File: src/rtl/instr_enc_pkg.sv
// Shared MIPS opcode/funct constants, mnemonic codes and the encode function
// used by the program loader (and shared with the main decoder).
package instr_enc_pkg;

  typedef enum logic [3:0] {
    MN_ADD  = 4'd0,
    MN_SUB  = 4'd1,
    MN_AND  = 4'd2,
    MN_OR   = 4'd3,
    MN_SLT  = 4'd4,
    MN_LW   = 4'd5,
    MN_SW   = 4'd6,
    MN_BEQ  = 4'd7,
    MN_ADDI = 4'd8,
    MN_ANDI = 4'd9,
    MN_XORI = 4'd10,
    MN_LUI  = 4'd11,
    MN_J    = 4'd12,
    MN_ORI  = 4'd13
  } mnem_t;

  typedef enum logic [1:0] {
    S_IDLE  = 2'd0,
    S_WRITE = 2'd1,
    S_FULL  = 2'd2
  } state_t;

  localparam logic [5:0] OP_RTYPE = 6'b000000;
  localparam logic [5:0] OP_LW    = 6'b100011;
  localparam logic [5:0] OP_SW    = 6'b101011;
  localparam logic [5:0] OP_BEQ   = 6'b000100;
  localparam logic [5:0] OP_ADDI  = 6'b001000;
  localparam logic [5:0] OP_ANDI  = 6'b001100;
  localparam logic [5:0] OP_XORI  = 6'b001110;
  localparam logic [5:0] OP_ORI   = 6'b001101;
  localparam logic [5:0] OP_LUI   = 6'b001111;
  localparam logic [5:0] OP_J     = 6'b000010;

  localparam logic [5:0] FN_ADD = 6'b100000;
  localparam logic [5:0] FN_SUB = 6'b100010;
  localparam logic [5:0] FN_AND = 6'b100100;
  localparam logic [5:0] FN_OR  = 6'b100101;
  localparam logic [5:0] FN_SLT = 6'b101010;

  // Returns {legal, word}; illegal codes yield legal=0 and a zero word.
  function automatic logic [32:0] encode(input logic [3:0]  mnem,
                                         input logic [4:0]  rs,
                                         input logic [4:0]  rt,
                                         input logic [4:0]  rd,
                                         input logic [15:0] imm,
                                         input logic [25:0] target);
    logic [32:0] r;
    r = 33'd0;
    case (mnem)
      MN_ADD:  r = {1'b1, OP_RTYPE, rs, rt, rd, 5'd0, FN_ADD};
      MN_SUB:  r = {1'b1, OP_RTYPE, rs, rt, rd, 5'd0, FN_SUB};
      MN_AND:  r = {1'b1, OP_RTYPE, rs, rt, rd, 5'd0, FN_AND};
      MN_OR:   r = {1'b1, OP_RTYPE, rs, rt, rd, 5'd0, FN_OR};
      MN_SLT:  r = {1'b1, OP_RTYPE, rs, rt, rd, 5'd0, FN_SLT};
      MN_LW:   r = {1'b1, OP_LW,   rs, rt, imm};
      MN_SW:   r = {1'b1, OP_SW,   rs, rt, imm};
      MN_BEQ:  r = {1'b1, OP_BEQ,  rs, rt, imm};
      MN_ADDI: r = {1'b1, OP_ADDI, rs, rt, imm};
      MN_ANDI: r = {1'b1, OP_ANDI, rs, rt, imm};
      MN_XORI: r = {1'b1, OP_XORI, rs, rt, imm};
      MN_ORI:  r = {1'b1, OP_ORI,  rs, rt, imm};
      MN_LUI:  r = {1'b1, OP_LUI,  5'd0, rt, imm};
      MN_J:    r = {1'b1, OP_J,    target};
      default: r = 33'd0;
    endcase
    return r;
  endfunction

endpackage

File: src/rtl/instr_encode_comb.sv
// Combinational mnemonic + fields to 32-bit MIPS word, with a legality flag.
module instr_encode_comb
  import instr_enc_pkg::*;
(
  input  logic [3:0]  mnem,
  input  logic [4:0]  rs,
  input  logic [4:0]  rt,
  input  logic [4:0]  rd,
  input  logic [15:0] imm,
  input  logic [25:0] target,
  output logic [31:0] word,
  output logic        legal
);

  always_comb begin
    {legal, word} = encode(mnem, rs, rt, rd, imm, target);
  end

endmodule

File: src/rtl/instr_encoder.sv
// Program loader: encodes requests and fills instruction memory sequentially.
// Optional INSTR_ENCODER_CHECKSUM_EN adds an XOR checksum of written words.
module instr_encoder
  import instr_enc_pkg::*;
#(
  parameter int          DEPTH     = 64,
  parameter logic [31:0] BASE_ADDR = 32'h0000_0000
) (
  input  logic                     clk,
  input  logic                     rst,
  input  logic                     clr,
  input  logic                     in_valid,
  output logic                     in_ready,
  input  logic [3:0]               in_mnem,
  input  logic [4:0]               in_rs,
  input  logic [4:0]               in_rt,
  input  logic [4:0]               in_rd,
  input  logic [15:0]              in_imm,
  input  logic [25:0]              in_target,
  output logic                     imem_we,
  output logic [31:0]              imem_addr,
  output logic [31:0]              imem_wdata,
  output logic [$clog2(DEPTH):0]   count,
  output logic                     full,
  output logic                     err
`ifdef INSTR_ENCODER_CHECKSUM_EN
  ,
  output logic [31:0]              checksum
`endif
);

  localparam int CW = $clog2(DEPTH) + 1;

  state_t          state, state_d;
  logic [31:0]     enc_word;
  logic            enc_legal;
  logic [31:0]     word_p1;
  logic [CW-1:0]   count_q;
  logic            err_q;
  logic            accept;

  instr_encode_comb u_enc (
    .mnem   (in_mnem),
    .rs     (in_rs),
    .rt     (in_rt),
    .rd     (in_rd),
    .imm    (in_imm),
    .target (in_target),
    .word   (enc_word),
    .legal  (enc_legal)
  );

  // A handshake that coincides with clr is dropped.
  assign accept = in_valid && in_ready && !clr;

  always_comb begin
    state_d  = state;
    in_ready = (state == S_IDLE);
    imem_we  = (state == S_WRITE) && !clr;
    case (state)
      S_IDLE:  if (accept && enc_legal) state_d = S_WRITE;
      S_WRITE: state_d = (count_q == CW'(DEPTH - 1)) ? S_FULL : S_IDLE;
      S_FULL:  state_d = S_FULL;
      default: state_d = S_IDLE;
    endcase
    if (clr) state_d = S_IDLE;
  end

  always_ff @(posedge clk) begin
    if (rst) state <= S_IDLE;
    else     state <= state_d;
  end

  // Stage p1: encoded word held for the write cycle; counter and sticky error.
  always_ff @(posedge clk) begin
    if (rst) begin
      word_p1 <= '0;
      count_q <= '0;
      err_q   <= 1'b0;
    end else if (clr) begin
      count_q <= '0;
      err_q   <= 1'b0;
    end else begin
      if (accept && enc_legal)  word_p1 <= enc_word;
      if (accept && !enc_legal) err_q   <= 1'b1;
      if (state == S_WRITE)     count_q <= count_q + 1'b1;
    end
  end

  assign imem_addr  = BASE_ADDR + (32'(count_q) << 2);
  assign imem_wdata = word_p1;
  assign count      = count_q;
  assign full       = (count_q == CW'(DEPTH));
  assign err        = err_q;

`ifdef INSTR_ENCODER_CHECKSUM_EN
  always_ff @(posedge clk) begin
    if (rst || clr)   checksum <= '0;
    else if (imem_we) checksum <= checksum ^ word_p1;
  end
`endif

endmodule

File: config.mk
export PLATFORM = sky130hd
export DESIGN_NAME = instr_encoder
export DESIGN_NICKNAME = d
export VERILOG_FILES = /design/src/rtl/instr_enc_pkg.sv /design/src/rtl/instr_encode_comb.sv /design/src/rtl/instr_encoder.sv
export SDC_FILE = /design/constraint.sdc
export NUM_CORES = 1
export LEC_CHECK = 0
export CAP_MARGIN = 15
export CORE_MARGIN = 5
export CORE_UTILIZATION = 38
export DETAILED_ROUTE_END_ITERATION = 8
export PLACE_DENSITY_LB_ADDON = 0.05
export RECOVER_POWER = 25
export SETUP_SLACK_MARGIN = 0.4
export SYNTH_ARGS = -nofsm -noshare
export SYNTH_HDL_FRONTEND = slang
export SYNTH_HIERARCHICAL = 1
export SYNTH_SLANG_ARGS = --single-unit
File: constraint.sdc
create_clock -name clk -period 1.3 [get_ports clk]
set_input_delay 0.26 -clock clk [delete_from_list [all_inputs] [get_ports clk]]
set_output_delay 0.26 -clock clk [all_outputs]
set_load 0.01 [all_outputs]
==> qor.txt, run 1 <==
Total Power: 0.00360 W
Core Footprint: 7650 sq um
Layout cells sized above 1: 38.9%
Status: finished, violations left
Max Cap Violations: 0
Wire length per cell: 13.8 microns
Avg Synthesized Cell Area: 8.39 sq um
Port Buffer Count: 114
Starting density of the core: 38.6%
Clk buf depth: 2
PwrDens: 717 nW/um^2
Slowest Stage Delay on Critical Path: 450 ps
Crit path max fanout: 2
Placed wire-length estimate: 6030 microns
Antenna Nets Post-Route: 0
Die area: 9630 sq um
Setup Crit Path Kind: flop to output pin
Clock slew at reported path FFs: 80 ps
First-pass GRT wire length: 13600 microns
#FFs+latches synth: 42
Worst VDD drop: 380 uV
Post-Route WL: 8450 microns
Layout fillers: 649
Die width: 98.2 microns
Final Hold Viols: 0
GRT Util Overall: 17.2%
Row count: 32
1st-pass router iterations: 4
Inserted Diodes: 0
Multi-input gate area: 1880 sq um
Clk_lat worst skew: 300 ps
CP Data Required Time: 1040 ps
Routability cong.: 0.804
Tcrit/Tclk final: 141%
Root buffer cell: clkbuf_8
Nets: 577
Reg area: 906 sq um
Leakage: 2.09 nW
Skew final: 6.99 ps
Clock Sinks: 42
Vias: 2866
Crit path DAT: 1570 ps
Delay-heaviest family, CP: simple AND/OR/NAND/NOR gates
Cell area after layout: 5010 sq um
Remaining DRCs: 0
Gr ovfl total: 0
Unrepaired setup endpoints after global routing: true
Primary FF master, synth: dfxtp_1
Final Worst Setup Slack: -530 ps
WP buf/inv: 2
Crit-path slowest cell: or4b_4
Worst Hold Class: input port to flop
Post-synth EDFFs: 0
Critical-path cell list: inv_2, ha_1, or4b_4, nor3b_2, buf_2
Largest net degree at the start of global routing: 20
Area growth from synthesis to layout: 69.8%
Initial DRC count: 61
Crit. End Element: output pin
Worst setup SP type: flop
I/O pin count: 140
Initial antenna violation count: 0
# H-tree levels: 2
Sequential area share after synthesis: 28.5%
CTS tree: done
Avg Vias per Cell: 4.68
# hold bufs at CTS: 0
Fin. max-slew vios: 0
Cell area after placement: 4330 sq um
Failing checks: setup timing
Post-synthesis cell type count: 44
Die Span Y: 98.2 microns
Synthesis Warnings: 6
Final setup viols: 20
Vias in the first global route: 2788
Syn Inst Count: 352
Fin crit period: 1830 ps
Post-Syn Area: 2950 sq um
Final setup TNS: -1350 ps
Fmax: 546 MHz
CTS Buf Count: 5
Post-synth ARST share: 0%
-- registers in the layout, indices dropped and copies added, names as in the netlist --
signal,count
state,2
imem_wdata,32
err,1
count,7
-- repair_timing --
item | 4_1_cts | 5_1_grt
endpoints found under the setup margin | 92 | 92
cloned | 5 | 0
resized for setup | 326 | 21
pin swaps | 15 | 5
buffers inserted | 14 | 6
-- kinds of logic after synthesis --
family,after synthesis,synth area share [%]
other,2,0.254
AOI/OAI and AO/OA,71,15.6
adders and majority gates,2,0.847
xor gates and xnor gates,2,0.593
muxes,34,11.5
buffers and inverters,64,15.0
DFF,42,28.5
and+or+nand+nor,135,27.8
-- where the power goes --
part / internal (W) / leakage (nW) / switching, W
Clock: 0.000760 / 0.0658 / 0.000466
Combinational: 0.000605 / 1.66 / 0.000397
Sequential: 0.00133 / 0.362 / 0.0000334
-- final cells by class --
cell class / instances / area share, %
Multi-Input combinational cell: 271 / 37.4
Clock buffer: 5 / 1.37
Clock inverter: 3 / 1.27
Tap cell: 102 / 2.54
Timing Repair Buffer: 183 / 38.8
Sequential cell: 42 / 18.1
Inverter: 7 / 0.524
-- per-stage QoR --
stage,instances,setup WS (ps),hold slack [ps],util [%]
5_1_grt,613,-645,350,65.6
3_5_place_dp,580,-627,461,56.6
6_report,613,-530,314,65.6
2_1_floorplan,376,-181,422,-
3_3_place_gp,580,-612,457,56.6
4_1_cts,607,-530,462,64.1
-- metal layers --
metal	share of wire, %	GRT usage, %
met2	49	29.7
met5	0	0
met3	5.9	3.71
met1	44	22.0
met4	0.83	3.78
-- tightest hold or removal path: cells and delay by family --
kind / cells / cell delay (ps)
AND/OR/NAND/NOR: 1 / 70
AO/OA/AOI/OAI: 1 / 100
buffers and inverters: 1 / 160
-- Yosys cell counts, types with 2 or more instances --
cell,instances,area [sq um]
or2_2,2,12.5
inv_1,7,26.3
buf_2,5,25.0
clkbuf_1,11,41.3
nor3b_1,2,15.0
mux2i_1,34,340
and2_1,2,12.5
nand4b_1,3,26.3
a21oi_1,7,35.0
or3_1,4,25.0
nand2_1,22,82.6
and2b_1,2,15.0
nor2b_1,12,75.1
a22oi_1,8,60.1
a21o_1,2,15.0
a22o_1,2,17.5
ha_1,2,25.0
and3b_1,2,17.5
nand3_1,3,15.0
a32o_1,6,60.1
conb_1,2,7.51
o21ai_0,33,165
a32oi_1,5,43.8
buf_12,3,60.1
o21a_1,2,15.0
o221ai_1,2,17.5
buf_4,37,278
dfxtp_1,42,841
nand2b_1,68,425
nor2_1,6,22.5
-- worst paths after layout --
kind	from	slack [ps]	to	cells past startpoint
worst min-delay path	in_valid	310	err	3
worst min register to register	imem_wdata[4]	480	imem_wdata[4]	2
worst max register to register	count[0]	-120	count[6]	6
worst max-delay path	count[1]	-530	full	5
-- cell usage in the layout (no fill, tap or decap), types with 4 or more instances in the layout --
master | synthesis | routed
a21oi_2 | 0 | 4
a22oi_1 | 8 | 8
a32o_1 | 6 | 6
a32oi_1 | 5 | 5
buf_12 | 3 | 5
buf_4 | 37 | 39
buf_6 | 1 | 70
clkbuf_8 | 0 | 5
clkdlybuf4s50_1 | 0 | 57
conb_1 | 2 | 26
dfxtp_2 | 0 | 37
dfxtp_4 | 0 | 5
inv_1 | 7 | 5
mux2i_1 | 34 | 33
nand2_1 | 22 | 21
nand2b_1 | 68 | 67
nor2_1 | 6 | 5
nor2b_1 | 12 | 11
o21ai_0 | 33 | 31
(Power assumes the default switching activity.)
==> run 2, diff against run 1 <==
--- a/config.mk
+++ b/config.mk
@@ -5,7 +5,7 @@
 export SDC_FILE = /design/constraint.sdc
 export NUM_CORES = 1
 export LEC_CHECK = 0
-export CAP_MARGIN = 15
+export CAP_MARGIN = 20
 export CORE_MARGIN = 5
 export CORE_UTILIZATION = 38
 export DETAILED_ROUTE_END_ITERATION = 8
==> results of run 2 <==
No change in the layout: final DEF, timing and power equal those of run 1.
==> run 3, diff against run 2 <==
--- a/config.mk
+++ b/config.mk
@@ -9,6 +9,7 @@
 export CORE_MARGIN = 5
 export CORE_UTILIZATION = 38
 export DETAILED_ROUTE_END_ITERATION = 8
+export MAX_ROUTING_LAYER = met4
 export PLACE_DENSITY_LB_ADDON = 0.05
 export RECOVER_POWER = 25
 export SETUP_SLACK_MARGIN = 0.4
==> qor.txt, run 3 (synthesis gave the netlist of run 1 again) <==
Final setup TNS: -1370 ps
Final Worst Setup Slack: -534 ps
Vias: 2865
Starting density of the core: 38.6%
Crit-path slowest cell: or4b_4
Failing checks: setup timing
Wire length per cell: 13.8 microns
Min Hold Slack: 310 ps
I/O pin count: 140
Clk buf depth: 2
Slowest Stage Delay on Critical Path: 450 ps
Cell area after placement: 4330 sq um
WP buf/inv: 2
Post-Route WL: 8460 microns
CP Data Required Time: 1040 ps
Clk_lat worst skew: 300 ps
Largest net degree at the start of global routing: 20
Area growth from synthesis to layout: 69.8%
1st-pass router iterations: 4
Tcrit/Tclk final: 141%
Avg Vias per Cell: 4.67
Most frequent cells in the layout: 70 x buf_6, 67 x nand2b_1, 57 x clkdlybuf4s50_1
Layout Cells excl Fill: 613
CTS tree: done
Final setup viols: 20
Number of flip-flops in the largest register: 32
Placed wire-length estimate: 6030 microns
Layout cells sized above 1: 38.9%
Initial DRC count: 67
Status: finished, violations left
Initial antenna violation count: 0
Root buffer cell: clkbuf_8
First-pass GRT wire length: 13600 microns
Crit path max fanout: 2
Gr ovfl total: 0
Skew final: 6.79 ps
Critical-path cell list: inv_2, ha_1, or4b_4, nor3b_2, buf_2
Max Cap Violations: 0
Worst setup SP type: flop
Clock slew at reported path FFs: 80 ps
Row count: 32
Vias in the first global route: 2790
Commonest non-fill, non-tap cell in the layout: buf_6
Die area: 9630 sq um
Inserted Diodes: 0
Die width: 98.2 microns
Routability cong.: 0.815
PwrDens: 718 nW/um^2
Fmax: 545 MHz
# H-tree levels: 2
Fin. max-slew vios: 0
Core Footprint: 7650 sq um
Remaining DRCs: 0
Leakage: 2.09 nW
Cell area after layout: 5010 sq um
Crit path DAT: 1570 ps
Placed Cells: 580
Port Buffer Count: 114
GRT Util Overall: 17.7%
Die Span Y: 98.2 microns
Antenna Nets Post-Route: 0
CTS Buf Count: 5
Final Hold Viols: 0
Fin crit period: 1830 ps
Unrepaired setup endpoints after global routing: true
Delay-heaviest family, CP: simple AND/OR/NAND/NOR gates
Crit. End Element: output pin
Nets: 577
Worst Hold Class: input port to flop
Clock Sinks: 42
Setup Crit Path Kind: flop to output pin
Total Power: 0.00360 W
Worst VDD drop: 380 uV
[run 3: per-layer routing]
metal | vias to the layer above | GRT usage [%] | routed length [microns]
met3 | 6 | 3.14 | 445
met5 | - | - | 0
met4 | 0 | 3.78 | 74
met2 | 92 | 29.7 | 4130
li1 | 1465 | - | -
met1 | 1302 | 22.4 | 3810
[run 3: worst paths after layout]
path	slack, ps	startpoint	cells past startpoint	end
max	-530	count[1]	5	full
min	310	in_valid	3	err
max reg2reg	-120	count[0]	6	count[6]
min reg2reg	480	imem_wdata[4]	2	imem_wdata[4]
[run 3: layout make-up]
cell class              instances  area [sq um]
fillers                       649          2630
repair buffers                183          1950
multi-input cells             271          1880
flip-flops and latches         42           906
well taps                     102           128
clock buffers                   5          68.8
clock inverters                 3          63.8
inverters                       7          26.3
[run 3: power by group]
part           switching (W)  internal [W]  total (W)
clock network       0.000472      0.000760    0.00123
registers          0.0000335       0.00133    0.00137
logic               0.000397      0.000605    0.00100
[run 3: worst reg2reg max path, stage by stage, from the launching register on]
cell and delay, ps:
dfxtp_2 340, buf_4 100, buf_6 100, ha_4 120
nand4b_1 140, or3_4 430, a21oi_2 130
[run 3: timing repair]
item,CTS,global route
resized for setup,326,21
setup buffers,14,6
pin swaps,15,5
endpoints found under the setup margin,92,92
hold buffers,0,0
cloned,5,0
[run 3: per-stage QoR]
stage          utilization (%)  worst slack (ps)
2_1_floorplan                -              -181
3_3_place_gp              56.6              -612
3_5_place_dp              56.6              -627
4_1_cts                   64.1              -530
5_1_grt                   65.6              -645
6_report                  65.6              -534
